===== config.mk =====
export PLATFORM = sky130hd
export DESIGN_NAME = cim_layer_seq_flat
export DESIGN_NICKNAME = d
export VERILOG_FILES = /design/src/rtl/cim_layer_seq_pkg.sv /design/src/rtl/cim_layer_seq_if.sv /design/src/rtl/cim_layer_seq_busy_wait.sv /design/src/rtl/cim_layer_seq.sv /design/src/flat_wrapper.sv
export SDC_FILE = /design/constraint.sdc
export NUM_CORES = 1
export LEC_CHECK = 0
export ABC_AREA = 0
export BUFFER_PORTS_ARGS = -buffer_cell sky130_fd_sc_hd__buf_4
export CORE_MARGIN = 2
export CORE_UTILIZATION = 33
export CTS_CLUSTER_DIAMETER = 200
export DETAILED_ROUTE_END_ITERATION = 8
export GPL_TIMING_DRIVEN = 0
export PLACE_DENSITY_LB_ADDON = 0.08
export SETUP_SLACK_MARGIN = 0.2
export SYNTH_ARGS = -nofsm -noshare
export SYNTH_HDL_FRONTEND = slang
export SYNTH_HIERARCHICAL = 1
export SYNTH_SLANG_ARGS = --single-unit

===== constraint.sdc =====
create_clock -name clk -period 2.2 [get_ports clk]
set_input_delay 0.44 -clock clk [delete_from_list [all_inputs] [get_ports clk]]
set_output_delay 0.44 -clock clk [all_outputs]
set_load 0.005 [all_outputs]

===== src/rtl/cim_layer_seq_pkg.sv =====
// Shared types and constants for the CIM layer sequencer.
//   seq_state_t : sequencer FSM states
//   ERR_*       : values reported on o_err_code
//   is_busy_state : states in which the layer reports itself busy
package cim_layer_seq_pkg;

    typedef enum logic [2:0] {
        FILL     = 3'd0,
        LOAD     = 3'd1,
        EXEC     = 3'd2,
        WAIT_NXT = 3'd3,
        FUNC     = 3'd4,
        ERR      = 3'd5
    } seq_state_t;

    localparam logic [1:0] ERR_NONE    = 2'd0;
    localparam logic [1:0] ERR_TIMEOUT = 2'd1;
    localparam logic [1:0] ERR_OVERRUN = 2'd2;

    function automatic logic is_busy_state(seq_state_t s);
        return (s != FILL) && (s != ERR);
    endfunction

endpackage


===== src/rtl/cim_layer_seq_if.sv =====
// Handshake bundle between one CIM layer sequencer and its neighbours.
//   i_ibuf_we / o_prev_busy           : previous layer writes into the input buffer
//   o_ctrl_start / i_ctrl_busy        : input-load controller handshake
//   o_cim_exec / i_cim_busy           : crossbar MVM handshake
//   i_next_busy                       : next-layer backpressure
//   o_func_start / i_func_busy        : output function handshake
//   i_clr_err, o_busy, o_err, o_err_code, o_inf_cnt : control and status
// Modports: slave = the sequencer, master = the surrounding environment.
interface cim_layer_seq_if #(
    parameter int unsigned CNT_W = 16
) ();

    logic             i_ibuf_we;
    logic             i_clr_err;
    logic             o_prev_busy;
    logic             o_ctrl_start;
    logic             i_ctrl_busy;
    logic             o_cim_exec;
    logic             i_cim_busy;
    logic             i_next_busy;
    logic             o_func_start;
    logic             i_func_busy;
    logic             o_busy;
    logic             o_err;
    logic [1:0]       o_err_code;
    logic [CNT_W-1:0] o_inf_cnt;

    modport slave (
        input  i_ibuf_we, i_clr_err, i_ctrl_busy, i_cim_busy, i_next_busy, i_func_busy,
        output o_prev_busy, o_ctrl_start, o_cim_exec, o_func_start, o_busy, o_err,
        output o_err_code, o_inf_cnt
    );

    modport master (
        output i_ibuf_we, i_clr_err, i_ctrl_busy, i_cim_busy, i_next_busy, i_func_busy,
        input  o_prev_busy, o_ctrl_start, o_cim_exec, o_func_start, o_busy, o_err,
        input  o_err_code, o_inf_cnt
    );

endinterface


===== src/rtl/cim_layer_seq_busy_wait.sv =====
// Tracks one start/busy handshake and its watchdog.
//   clk, rst : clock, asynchronous active-high reset
//   en       : the owning FSM state is active; all tracking clears when low
//   start    : start pulse issued on state entry
//   busy     : busy line of the unit being waited on
//   done     : busy has been seen high and is now low again
//   timeout  : the state has lasted TIMEOUT cycles without finishing
module cim_layer_seq_busy_wait #(
    parameter int unsigned TIMEOUT = 4096
) (
    input  logic clk,
    input  logic rst,
    input  logic en,
    input  logic start,
    input  logic busy,
    output logic done,
    output logic timeout
);

    localparam int unsigned CW = (TIMEOUT > 2) ? $clog2(TIMEOUT) : 1;
    localparam logic [CW-1:0] LAST = CW'(TIMEOUT - 1);

    logic          seen_q, seen_d;
    logic [CW-1:0] cnt_q, cnt_d;

    always_comb begin
        // Busy high in the pulse cycle itself already counts as the rise.
        seen_d = en & ((seen_q & ~start) | busy);
        cnt_d  = en ? cnt_q + 1'b1 : '0;
    end

    always_ff @(posedge clk or posedge rst) begin
        if (rst) begin
            seen_q <= 1'b0;
            cnt_q  <= '0;
        end else begin
            seen_q <= seen_d;
            cnt_q  <= cnt_d;
        end
    end

    assign done    = en & seen_q & ~busy;
    assign timeout = en & (cnt_q == LAST);

endmodule


===== src/rtl/cim_layer_seq.sv =====
// Per-layer scheduler for one CIM layer: counts input-buffer writes, then runs
// the ctrl load, crossbar MVM and output function in turn, throttling the
// previous layer and trapping stalled handshakes or buffer overruns.
//   clk, rst : clock, asynchronous active-high reset
//   bus      : cim_layer_seq_if slave modport carrying all handshakes and status
// All outputs are registered and derived from the next state.
module cim_layer_seq
    import cim_layer_seq_pkg::*;
#(
    parameter int unsigned input_size = 201,
    parameter int unsigned TIMEOUT    = 4096,
    parameter int unsigned CNT_W      = 16
) (
    input  logic           clk,
    input  logic           rst,
    cim_layer_seq_if.slave bus
);

    localparam int unsigned FW = (input_size > 1) ? $clog2(input_size) : 1;
    localparam logic [FW-1:0] FILL_LAST = FW'(input_size - 1);

    seq_state_t       state_q, state_d;
    logic [FW-1:0]    fill_q, fill_d;
    logic [CNT_W-1:0] inf_q, inf_d;
    logic [1:0]       code_q, code_d;
    logic             prev_busy_q, busy_q, err_q;
    logic             ctrl_start_q, cim_exec_q, func_start_q;

    logic ctrl_done, ctrl_to;
    logic cim_done, cim_to;
    logic func_done, func_to;
    logic any_timeout, overrun;

    cim_layer_seq_busy_wait #(.TIMEOUT(TIMEOUT)) u_wait_ctrl (
        .clk     (clk),
        .rst     (rst),
        .en      (state_q == LOAD),
        .start   (ctrl_start_q),
        .busy    (bus.i_ctrl_busy),
        .done    (ctrl_done),
        .timeout (ctrl_to)
    );

    cim_layer_seq_busy_wait #(.TIMEOUT(TIMEOUT)) u_wait_cim (
        .clk     (clk),
        .rst     (rst),
        .en      (state_q == EXEC),
        .start   (cim_exec_q),
        .busy    (bus.i_cim_busy),
        .done    (cim_done),
        .timeout (cim_to)
    );

    cim_layer_seq_busy_wait #(.TIMEOUT(TIMEOUT)) u_wait_func (
        .clk     (clk),
        .rst     (rst),
        .en      (state_q == FUNC),
        .start   (func_start_q),
        .busy    (bus.i_func_busy),
        .done    (func_done),
        .timeout (func_to)
    );

    assign any_timeout = ctrl_to | cim_to | func_to;
    assign overrun     = bus.i_ibuf_we & prev_busy_q;

    always_comb begin
        state_d = state_q;
        fill_d  = fill_q;
        inf_d   = inf_q;
        code_d  = code_q;

        unique case (state_q)
            FILL: begin
                if (bus.i_ibuf_we) begin
                    if (fill_q == FILL_LAST) begin
                        fill_d  = '0;
                        state_d = LOAD;
                    end else begin
                        fill_d = fill_q + 1'b1;
                    end
                end
            end
            LOAD:     if (ctrl_done) state_d = EXEC;
            EXEC:     if (cim_done) state_d = WAIT_NXT;
            WAIT_NXT: if (!bus.i_next_busy) state_d = FUNC;
            FUNC: begin
                if (func_done) begin
                    inf_d   = inf_q + 1'b1;
                    state_d = FILL;
                end
            end
            ERR: begin
                if (bus.i_clr_err) begin
                    state_d = FILL;
                    fill_d  = '0;
                    code_d  = ERR_NONE;
                end
            end
            default: state_d = FILL;
        endcase

        // Faults override normal progress; a timeout outranks an overrun.
        if (state_q != ERR) begin
            if (any_timeout) begin
                state_d = ERR;
                code_d  = ERR_TIMEOUT;
                inf_d   = inf_q;
            end else if (overrun) begin
                state_d = ERR;
                code_d  = ERR_OVERRUN;
                inf_d   = inf_q;
            end
        end
    end

    always_ff @(posedge clk or posedge rst) begin
        if (rst) begin
            state_q      <= FILL;
            fill_q       <= '0;
            inf_q        <= '0;
            code_q       <= ERR_NONE;
            prev_busy_q  <= 1'b0;
            busy_q       <= 1'b0;
            err_q        <= 1'b0;
            ctrl_start_q <= 1'b0;
            cim_exec_q   <= 1'b0;
            func_start_q <= 1'b0;
        end else begin
            state_q      <= state_d;
            fill_q       <= fill_d;
            inf_q        <= inf_d;
            code_q       <= code_d;
            prev_busy_q  <= (state_d != FILL);
            busy_q       <= is_busy_state(state_d);
            err_q        <= (state_d == ERR);
            // Start pulses fire only in the first cycle of their state.
            ctrl_start_q <= (state_d == LOAD) && (state_q != LOAD);
            cim_exec_q   <= (state_d == EXEC) && (state_q != EXEC);
            func_start_q <= (state_d == FUNC) && (state_q != FUNC);
        end
    end

    assign bus.o_prev_busy  = prev_busy_q;
    assign bus.o_ctrl_start = ctrl_start_q;
    assign bus.o_cim_exec   = cim_exec_q;
    assign bus.o_func_start = func_start_q;
    assign bus.o_busy       = busy_q;
    assign bus.o_err        = err_q;
    assign bus.o_err_code   = code_q;
    assign bus.o_inf_cnt    = inf_q;

endmodule


===== src/flat_wrapper.sv =====
// flat-port wrapper written by rule: the top's interface ports become plain ports
module cim_layer_seq_flat import cim_layer_seq_pkg::*;
#(
    parameter int unsigned input_size = 201,
    parameter int unsigned TIMEOUT    = 4096,
    parameter int unsigned CNT_W      = 16
)
  (clk, rst, bus_i_ibuf_we, bus_i_clr_err, bus_i_ctrl_busy, bus_i_cim_busy, bus_i_next_busy, bus_i_func_busy, bus_o_prev_busy, bus_o_ctrl_start, bus_o_cim_exec, bus_o_func_start, bus_o_busy, bus_o_err, bus_o_err_code, bus_o_inf_cnt);
  cim_layer_seq_if #(.CNT_W(CNT_W)) bus_i ();
  input  logic clk;
  input  logic rst;
  input wire logic [$bits(bus_i.i_ibuf_we)-1:0] bus_i_ibuf_we;
  input wire logic [$bits(bus_i.i_clr_err)-1:0] bus_i_clr_err;
  input wire logic [$bits(bus_i.i_ctrl_busy)-1:0] bus_i_ctrl_busy;
  input wire logic [$bits(bus_i.i_cim_busy)-1:0] bus_i_cim_busy;
  input wire logic [$bits(bus_i.i_next_busy)-1:0] bus_i_next_busy;
  input wire logic [$bits(bus_i.i_func_busy)-1:0] bus_i_func_busy;
  output wire logic [$bits(bus_i.o_prev_busy)-1:0] bus_o_prev_busy;
  output wire logic [$bits(bus_i.o_ctrl_start)-1:0] bus_o_ctrl_start;
  output wire logic [$bits(bus_i.o_cim_exec)-1:0] bus_o_cim_exec;
  output wire logic [$bits(bus_i.o_func_start)-1:0] bus_o_func_start;
  output wire logic [$bits(bus_i.o_busy)-1:0] bus_o_busy;
  output wire logic [$bits(bus_i.o_err)-1:0] bus_o_err;
  output wire logic [$bits(bus_i.o_err_code)-1:0] bus_o_err_code;
  output wire logic [$bits(bus_i.o_inf_cnt)-1:0] bus_o_inf_cnt;
  assign bus_i.i_ibuf_we = bus_i_ibuf_we;
  assign bus_i.i_clr_err = bus_i_clr_err;
  assign bus_i.i_ctrl_busy = bus_i_ctrl_busy;
  assign bus_i.i_cim_busy = bus_i_cim_busy;
  assign bus_i.i_next_busy = bus_i_next_busy;
  assign bus_i.i_func_busy = bus_i_func_busy;
  assign bus_o_prev_busy = bus_i.o_prev_busy;
  assign bus_o_ctrl_start = bus_i.o_ctrl_start;
  assign bus_o_cim_exec = bus_i.o_cim_exec;
  assign bus_o_func_start = bus_i.o_func_start;
  assign bus_o_busy = bus_i.o_busy;
  assign bus_o_err = bus_i.o_err;
  assign bus_o_err_code = bus_i.o_err_code;
  assign bus_o_inf_cnt = bus_i.o_inf_cnt;
  cim_layer_seq #(.input_size(input_size), .TIMEOUT(TIMEOUT), .CNT_W(CNT_W)) u_core (.clk(clk), .rst(rst), .bus(bus_i));
endmodule

==> results.rst, run 1 <==
.. list-table::
   :header-rows: 1

   * - Metric
     - Value
   * - Final Max Tran Viols
     - 0
   * - Post-route worst hold slack
     - 0.176 ns
   * - Cell area after technology mapping
     - 3780 um^2
   * - Vias in the first global route
     - 3016
   * - R2R depth
     - 9
   * - Routed Antenna Nets
     - 0
   * - Standard-cell rows
     - 39
   * - Y dimension of the die
     - 111 um
   * - Clock slew seen by the registers of the worst setup and hold paths
     - 0.06 ns
   * - Final critical path time including I/O delays and setup
     - 2.15 ns
   * - Number of remaining DRC errors
     - 0
   * - Starting density of the core
     - 0.334
   * - Pin count of the biggest net entering global routing
     - 36
   * - Number of buffer cells added on primary ports
     - 31
   * - Synthesized Nets
     - 376
   * - Number of enable-type register cells in the synthesized netlist
     - 0
   * - Count of hold-fix buffers inserted at cts
     - 0
   * - Critical Path End Type
     - flop
   * - Critical path origin
     - u_core/state_q[1]
   * - Synthesis Warnings
     - 6
   * - Hold crit path type
     - in2async
   * - Core area
     - 11300 um^2
   * - RSZ-0062 raised after global routing
     - true
   * - Chip width
     - 111 um
   * - CP max stage cell
     - sky130_fd_sc_hd__or4_4
   * - Final Hold Violating Endpoints
     - 0
   * - Routed wire per std cell
     - 15.5 um
   * - Max FO, Critical Path
     - 4
   * - Setup-failing EPs final
     - 0
   * - Routability-driven placement congestion ratio
     - 0.730
   * - Internal reg-to-reg setup slack
     - 0.05 ns
   * - Grt total ovfl
     - 0
   * - Via-to-Cell Ratio
     - 5.16
   * - Dominant cell by count in the synthesized netlist
     - sky130_fd_sc_hd__dfrtp_1
   * - Global-route wire length before repair
     - 15100 um
   * - Dominant cell type by count on the critical path
     - sky130_fd_sc_hd__buf_6
   * - Diodes inserted
     - 0
   * - Initial detailed-routing violation count
     - 153
   * - Critical Setup Path Class
     - reg2reg
   * - Startpoint class of the critical path
     - flop
   * - Critical path data required time
     - 2.42 ns
   * - Async set-or-reset flop fraction in the synthesized netlist
     - 1.00
   * - Number of standard cells after synthesis
     - 362
   * - CTS tree
     - done
   * - Filler cell count in the final layout
     - 1117
   * - Mean cell area of the mapped netlist
     - 10.4 um^2
   * - Area contributors post-synth
     - sky130_fd_sc_hd__dfrtp_1 (49%), sky130_fd_sc_hd__a21oi_1 (4.2%), sky130_fd_sc_hd__xor2_1 (3.2%)
   * - Final period utilization
     - 0.979
   * - Layout-stage area growth over the synthesis result
     - 29.7%
   * - Leading post-synthesis cells by instance count
     - sky130_fd_sc_hd__dfrtp_1 (74), sky130_fd_sc_hd__a21oi_1 (32), sky130_fd_sc_hd__inv_1 (23), sky130_fd_sc_hd__nand2_1 (23), sky130_fd_sc_hd__nor2_1 (23)
   * - Number of clock buffers inserted by TritonCTS
     - 9
   * - Area of the die
     - 12300 um^2
   * - Antenna violations before repair
     - 0
   * - First-pass iteration count of the detailed router
     - 4
   * - Top flip-flop cell by instance count after synthesis
     - sky130_fd_sc_hd__dfrtp_1
   * - Fraction of post-synthesis cell area in the top cell type by area
     - 0.490
   * - Layout cell share with drive strength beyond 1
     - 0.325
   * - Critical path's largest stage delay
     - 0.53 ns
   * - Max-cap violations
     - 0
   * - Detailed Route WL
     - 8930 um
   * - Worst R2R Start
     - u_core/state_q[1]
   * - Worst-skew pair later-pin latency
     - 0.34 ns
   * - Total Routing Usage GR
     - 0.154
   * - Post-synthesis cell type count
     - 59
   * - Worst slew pin tran
     - 0.786 ns
   * - DP HPWL
     - 5730 um
   * - Final Net Count
     - 443
   * - CP arrival
     - 2.37 ns
   * - Worst supply voltage drop on vdd
     - 405 uV
   * - I/O pin total
     - 32
   * - Worst max-slew margin expressed relative to the limit
     - 0.475
   * - Worst clock skew on the final layout
     - 0.00625 ns
   * - Maximum clock rate
     - 0.464 GHz
   * - Ordered list of cells on the worst path
     - buf_6 -> buf_6 -> nor3_4 -> inv_1 -> nor3b_2 -> a21oi_1 -> or4_4 -> inv_2 -> nor4_1
   * - Reported leakage power
     - 2.12 nW
   * - Seq/Total Area, Yosys
     - 0.490
   * - Cell at the root of the clock tree
     - sky130_fd_sc_hd__clkbuf_16
   * - Outcome
     - completed
   * - Endpoint of the worst register-to-register path
     - u_core/bus.o_ctrl_start
   * - Final sum of negative setup slack
     - 0 ns
   * - Power per cell area
     - 875 nW/um^2
   * - Number of synthesized register bits
     - 74
   * - Routed via count
     - 2980
   * - Maximum count of clock buffers along a single path
     - 2
   * - Library cell occupying the most area in the post-synthesis netlist
     - sky130_fd_sc_hd__dfrtp_1
   * - Number of levels in the clock H-tree
     - 3
   * - Count of clock tree sinks
     - 74
[registers in the layout (all words and copies together) (netlist names), 2 cells and up]
name	cells
u_core/fill_q	8
u_core/u_wait_ctrl/cnt_q	12
u_core/state_q	3
u_core/bus.o_inf_cnt	16
u_core/u_wait_func/cnt_q	12
u_core/u_wait_cim/cnt_q	12
u_core/bus.o_err_code	2
[worst max-delay path: cells and delay by family, from the launching register on]
kind / cells / cell delay, ns
AND/OR/NAND/NOR: 4 / 1.07
buffers and inverters: 4 / 0.45
flip-flops: 1 / 0.40
AO/OA/AOI/OAI: 1 / 0.11
[metal layers]
metal | vias up | global-route usage | routed length [um]
met5 | - | 0 | 0
met4 | 0 | 0.0716 | 206
met3 | 18 | 0.0503 | 394
met2 | 45 | 0.234 | 4100
met1 | 1464 | 0.201 | 4230
li1 | 1453 | - | -
[logic make-up after synthesis]
logic type                 Yosys count  synth area share
buffers and inverters               34            0.0463
AOI/OAI and AO/OA                   79             0.143
DFF                                 74             0.490
xor gates and xnor gates            24            0.0556
muxes                                5            0.0139
and+or+nand+nor                    140             0.231
adders and majority gates            6            0.0199
[power by group]
group          switching (mW)  internal, mW
clock                   0.556         0.789
combinational           0.706         0.583
sequential              0.139          1.52
[stage by stage]
stage                      util  cells  setup WS, ns  power (mW)  area [um^2]
after floorplan               -    362         0.196        2.35         3860
after global placement    0.377    536        -0.230        2.69         4270
after detailed placement  0.377    536        -0.193        2.70         4270
after CTS                 0.422    569      -0.00131        4.26         4780
after global routing      0.433    577       -0.0579        4.55         4900
final                     0.433    577        0.0468        4.29         4900
[cell usage in the layout, fill, tap and decap left out, drive strengths merged, types with 2 or more instances in the layout]
| cell | instances |
|---|---|
| xor2 | 14 |
| nand3 | 22 |
| nor4 | 4 |
| nor3b | 9 |
| inv | 23 |
| mux2i | 3 |
| or2 | 2 |
| ha | 6 |
| clkbuf | 18 |
| and2 | 4 |
| dfrtp | 74 |
| and4 | 3 |
| clkinv | 3 |
| nor2 | 23 |
| a21oi | 33 |
| or4 | 13 |
| o21ai | 14 |
| buf | 62 |
| and3b | 2 |
| nand2 | 23 |
| nor3 | 8 |
| xnor2 | 10 |
| a21o | 3 |
| nand4 | 8 |
| mux2 | 2 |
| nor4b | 2 |
| and3 | 3 |
| o31ai | 12 |
| or3 | 9 |
| a22o | 4 |
| o2111ai | 3 |
[area by class of cell]
| type | count | area (um^2) | area share |
|---|---|---|---|
| Multi-Input combinational cell | 254 | 1980 | 0.404 |
| Sequential cell | 74 | 1850 | 0.378 |
| Timing Repair Buffer | 56 | 447 | 0.0911 |
| Clock buffer | 13 | 250 | 0.0510 |
| Tap cell | 143 | 179 | 0.0365 |
| Buffer | 11 | 92.6 | 0.0189 |
| Inverter | 23 | 88.8 | 0.0181 |
| Clock inverter | 3 | 15.0 | 0.00306 |
[worst max path at each step]
stage	end	depth (start not counted)
floorplan	u_core/bus.o_inf_cnt[1]	7
global placement	u_core/bus.o_inf_cnt[12]	8
detailed placement	u_core/bus.o_inf_cnt[14]	8
CTS	u_core/bus.o_ctrl_start	9
global route	u_core/bus.o_cim_exec	8
finish	u_core/bus.o_ctrl_start	9
[what timing repair did]
item,in CTS,in global routing
setup endpoints to repair,25,24
buffers inserted,17,8
pin swaps,17,11
resized for setup,25,13
(Power assumes the default switching activity.)
==> run 2: changes to the inputs <==
- CORE_ASPECT_RATIO: default -> 0.7
==> results.rst, run 2 (synthesis gave the netlist of run 1 again) <==
.. list-table::
   :header-rows: 1

   * - Metric
     - Value
   * - Worst max-slew margin expressed relative to the limit
     - 0.476
   * - Setup-failing EPs final
     - 0
   * - Clock slew seen by the registers of the worst setup and hold paths
     - 0.06 ns
   * - Max-cap violations
     - 0
   * - Routed Antenna Nets
     - 0
   * - Critical Setup Path Class
     - reg2reg
   * - Hold crit path type
     - in2async
   * - Maximum clock rate
     - 0.458 GHz
   * - Worst-skew pair later-pin latency
     - 0.34 ns
   * - Core area
     - 11100 um^2
   * - Area of the die
     - 12300 um^2
   * - RSZ-0062 raised after global routing
     - true
   * - Final period utilization
     - 0.992
   * - Count of clock tree sinks
     - 74
   * - Detailed Route WL
     - 8710 um
   * - DP HPWL
     - 5650 um
   * - Diodes inserted
     - 0
   * - Cell at the root of the clock tree
     - sky130_fd_sc_hd__clkbuf_16
   * - Critical path data required time
     - 2.45 ns
   * - Number of clock buffers inserted by TritonCTS
     - 9
   * - Grt total ovfl
     - 0
   * - Pin count of the biggest net entering global routing
     - 36
   * - Worst supply voltage drop on vdd
     - 468 uV
   * - Starting density of the core
     - 0.341
   * - Routed via count
     - 2907
   * - Outcome
     - completed
   * - Endpoint of the worst register-to-register path
     - u_core/bus.o_cim_exec
   * - CTS tree
     - done
   * - Filler cell count in the final layout
     - 1068
   * - Standard-cell rows
     - 32
   * - Flip-flop count of the largest register, all copies and words added
     - 16
   * - Via-to-Cell Ratio
     - 4.95
   * - Global-route wire length before repair
     - 14700 um
   * - Final Max Tran Viols
     - 0
   * - Layout cell share with drive strength beyond 1
     - 0.329
   * - Antenna violations before repair
     - 0
   * - Initial detailed-routing violation count
     - 100
   * - Chip width
     - 132 um
   * - Number of remaining DRC errors
     - 0
   * - Power per cell area
     - 915 nW/um^2
   * - Critical Path End Type
     - flop
   * - Most common library cell in the layout ignoring fill and taps
     - sky130_fd_sc_hd__dfrtp_1
   * - Final sum of negative setup slack
     - 0 ns
   * - I/O pin total
     - 32
   * - Routability-driven placement congestion ratio
     - 0.715
   * - Worst clock skew on the final layout
     - 0.00697 ns
   * - Highest-count cells in the layout ignoring fill and taps
     - sky130_fd_sc_hd__dfrtp_1 (73), sky130_fd_sc_hd__buf_4 (53), sky130_fd_sc_hd__a21oi_1 (32)
   * - Worst R2R Start
     - u_core/state_q[1]
   * - Total Routing Usage GR
     - 0.153
   * - R2R depth
     - 8
   * - Reported leakage power
     - 2.17 nW
   * - CP arrival
     - 2.44 ns
   * - Number of buffer cells added on primary ports
     - 31
   * - Worst slew pin tran
     - 0.784 ns
   * - Final critical path time including I/O delays and setup
     - 2.18 ns
   * - First-pass iteration count of the detailed router
     - 4
   * - Vias in the first global route
     - 2876
   * - Final Net Count
     - 443
   * - Utilization of the core after routing
     - 0.450
   * - Y dimension of the die
     - 93.5 um
   * - Layout-stage area growth over the synthesis result
     - 32.0%
   * - Number of levels in the clock H-tree
     - 3
   * - Max FO, Critical Path
     - 6
   * - Startpoint class of the critical path
     - flop
   * - Final Hold Violating Endpoints
     - 0
   * - Internal reg-to-reg setup slack
     - 0.02 ns
   * - Maximum count of clock buffers along a single path
     - 2
   * - Routed wire per std cell
     - 14.8 um
## run 2: cell types whose count changed in the layout (fill, tap and decap cells not counted), moves of 2 or more
cell	before	now
sky130_fd_sc_hd__buf_6	12	8
sky130_fd_sc_hd__buf_4	50	53
sky130_fd_sc_hd__clkinv_2	3	0
sky130_fd_sc_hd__buf_8	0	2
sky130_fd_sc_hd__bufinv_16	0	2
## run 2: final cells by class
type | count | area, um^2 | share of cell area
buffer | 11 | 97.6 | 0.0196
clock buffer | 14 | 254 | 0.0509
clock inverter | 2 | 60.1 | 0.0120
inverter | 23 | 88.8 | 0.0178
multi-input combinational | 254 | 2010 | 0.403
sequential | 74 | 1850 | 0.371
tap | 153 | 191 | 0.0384
timing repair buffer | 56 | 435 | 0.0872
## run 2: worst max-delay path by stage
stage	start	endpoint	slack, ns	cells after the start
after global routing	u_core/state_q[1]	u_core/bus.o_cim_exec	-0.05	8
after floorplan	u_core/state_q[1]	u_core/bus.o_inf_cnt[1]	0.20	7
after CTS	u_core/state_q[2]	u_core/bus.o_inf_cnt[12]	0.0008	8
after detailed placement	u_core/state_q[1]	u_core/bus.o_inf_cnt[10]	-0.24	8
after global placement	u_core/state_q[1]	u_core/bus.o_inf_cnt[12]	-0.24	8
final	u_core/state_q[1]	u_core/bus.o_cim_exec	0.02	8
## run 2: where the power goes
group	leakage (nW)	switching, mW	internal (mW)
Clock	0.151	0.553	1.03
Combinational	1.02	0.705	0.618
Sequential	0.997	0.148	1.52
## run 2: worst max-delay path, cell delays in order, from the launching register on
cell                      delay (ns)
sky130_fd_sc_hd__dfrtp_1        0.39
sky130_fd_sc_hd__buf_6          0.14
sky130_fd_sc_hd__nor3b_4        0.15
sky130_fd_sc_hd__nand2_2        0.07
sky130_fd_sc_hd__nor4_4         0.05
sky130_fd_sc_hd__nor3_4         0.43
sky130_fd_sc_hd__a21oi_2        0.12
sky130_fd_sc_hd__or4_4          0.54
sky130_fd_sc_hd__nor3b_2        0.20
## run 2: per-layer routing
| layer | global-route usage | wire (um) | up-vias | share of wire |
|---|---|---|---|---|
| met5 | 0 | 0 | - | 0 |
| met4 | 0.0326 | 40 | 0 | 0.0046 |
| met3 | 0.0537 | 334 | 8 | 0.038 |
| met2 | 0.227 | 3800 | 35 | 0.44 |
| met1 | 0.214 | 4530 | 1413 | 0.52 |
| li1 | - | - | 1451 | - |
## run 2: what timing repair did
action                                  CTS  global route
resized for setup                        33            10
hold endpoints to repair                  0             0
pin swaps                                22            12
hold buffers                              0             0
endpoints found under the setup margin   25            24
setup buffers                            21             4
## run 2: stage by stage
step / hold slack [ns] / total power, mW / area [um^2] / worst slack (ns) / std cells
2_1_floorplan: 0.317 / 2.35 / 3860 / 0.196 / 362
3_3_place_gp: 0.459 / 2.69 / 4280 / -0.236 / 546
3_5_place_dp: 0.470 / 2.69 / 4280 / -0.236 / 546
4_1_cts: 0.195 / 4.55 / 4910 / 0.000827 / 583
5_1_grt: 0.220 / 4.85 / 4990 / -0.0499 / 587
6_report: 0.181 / 4.57 / 4990 / 0.0179 / 587
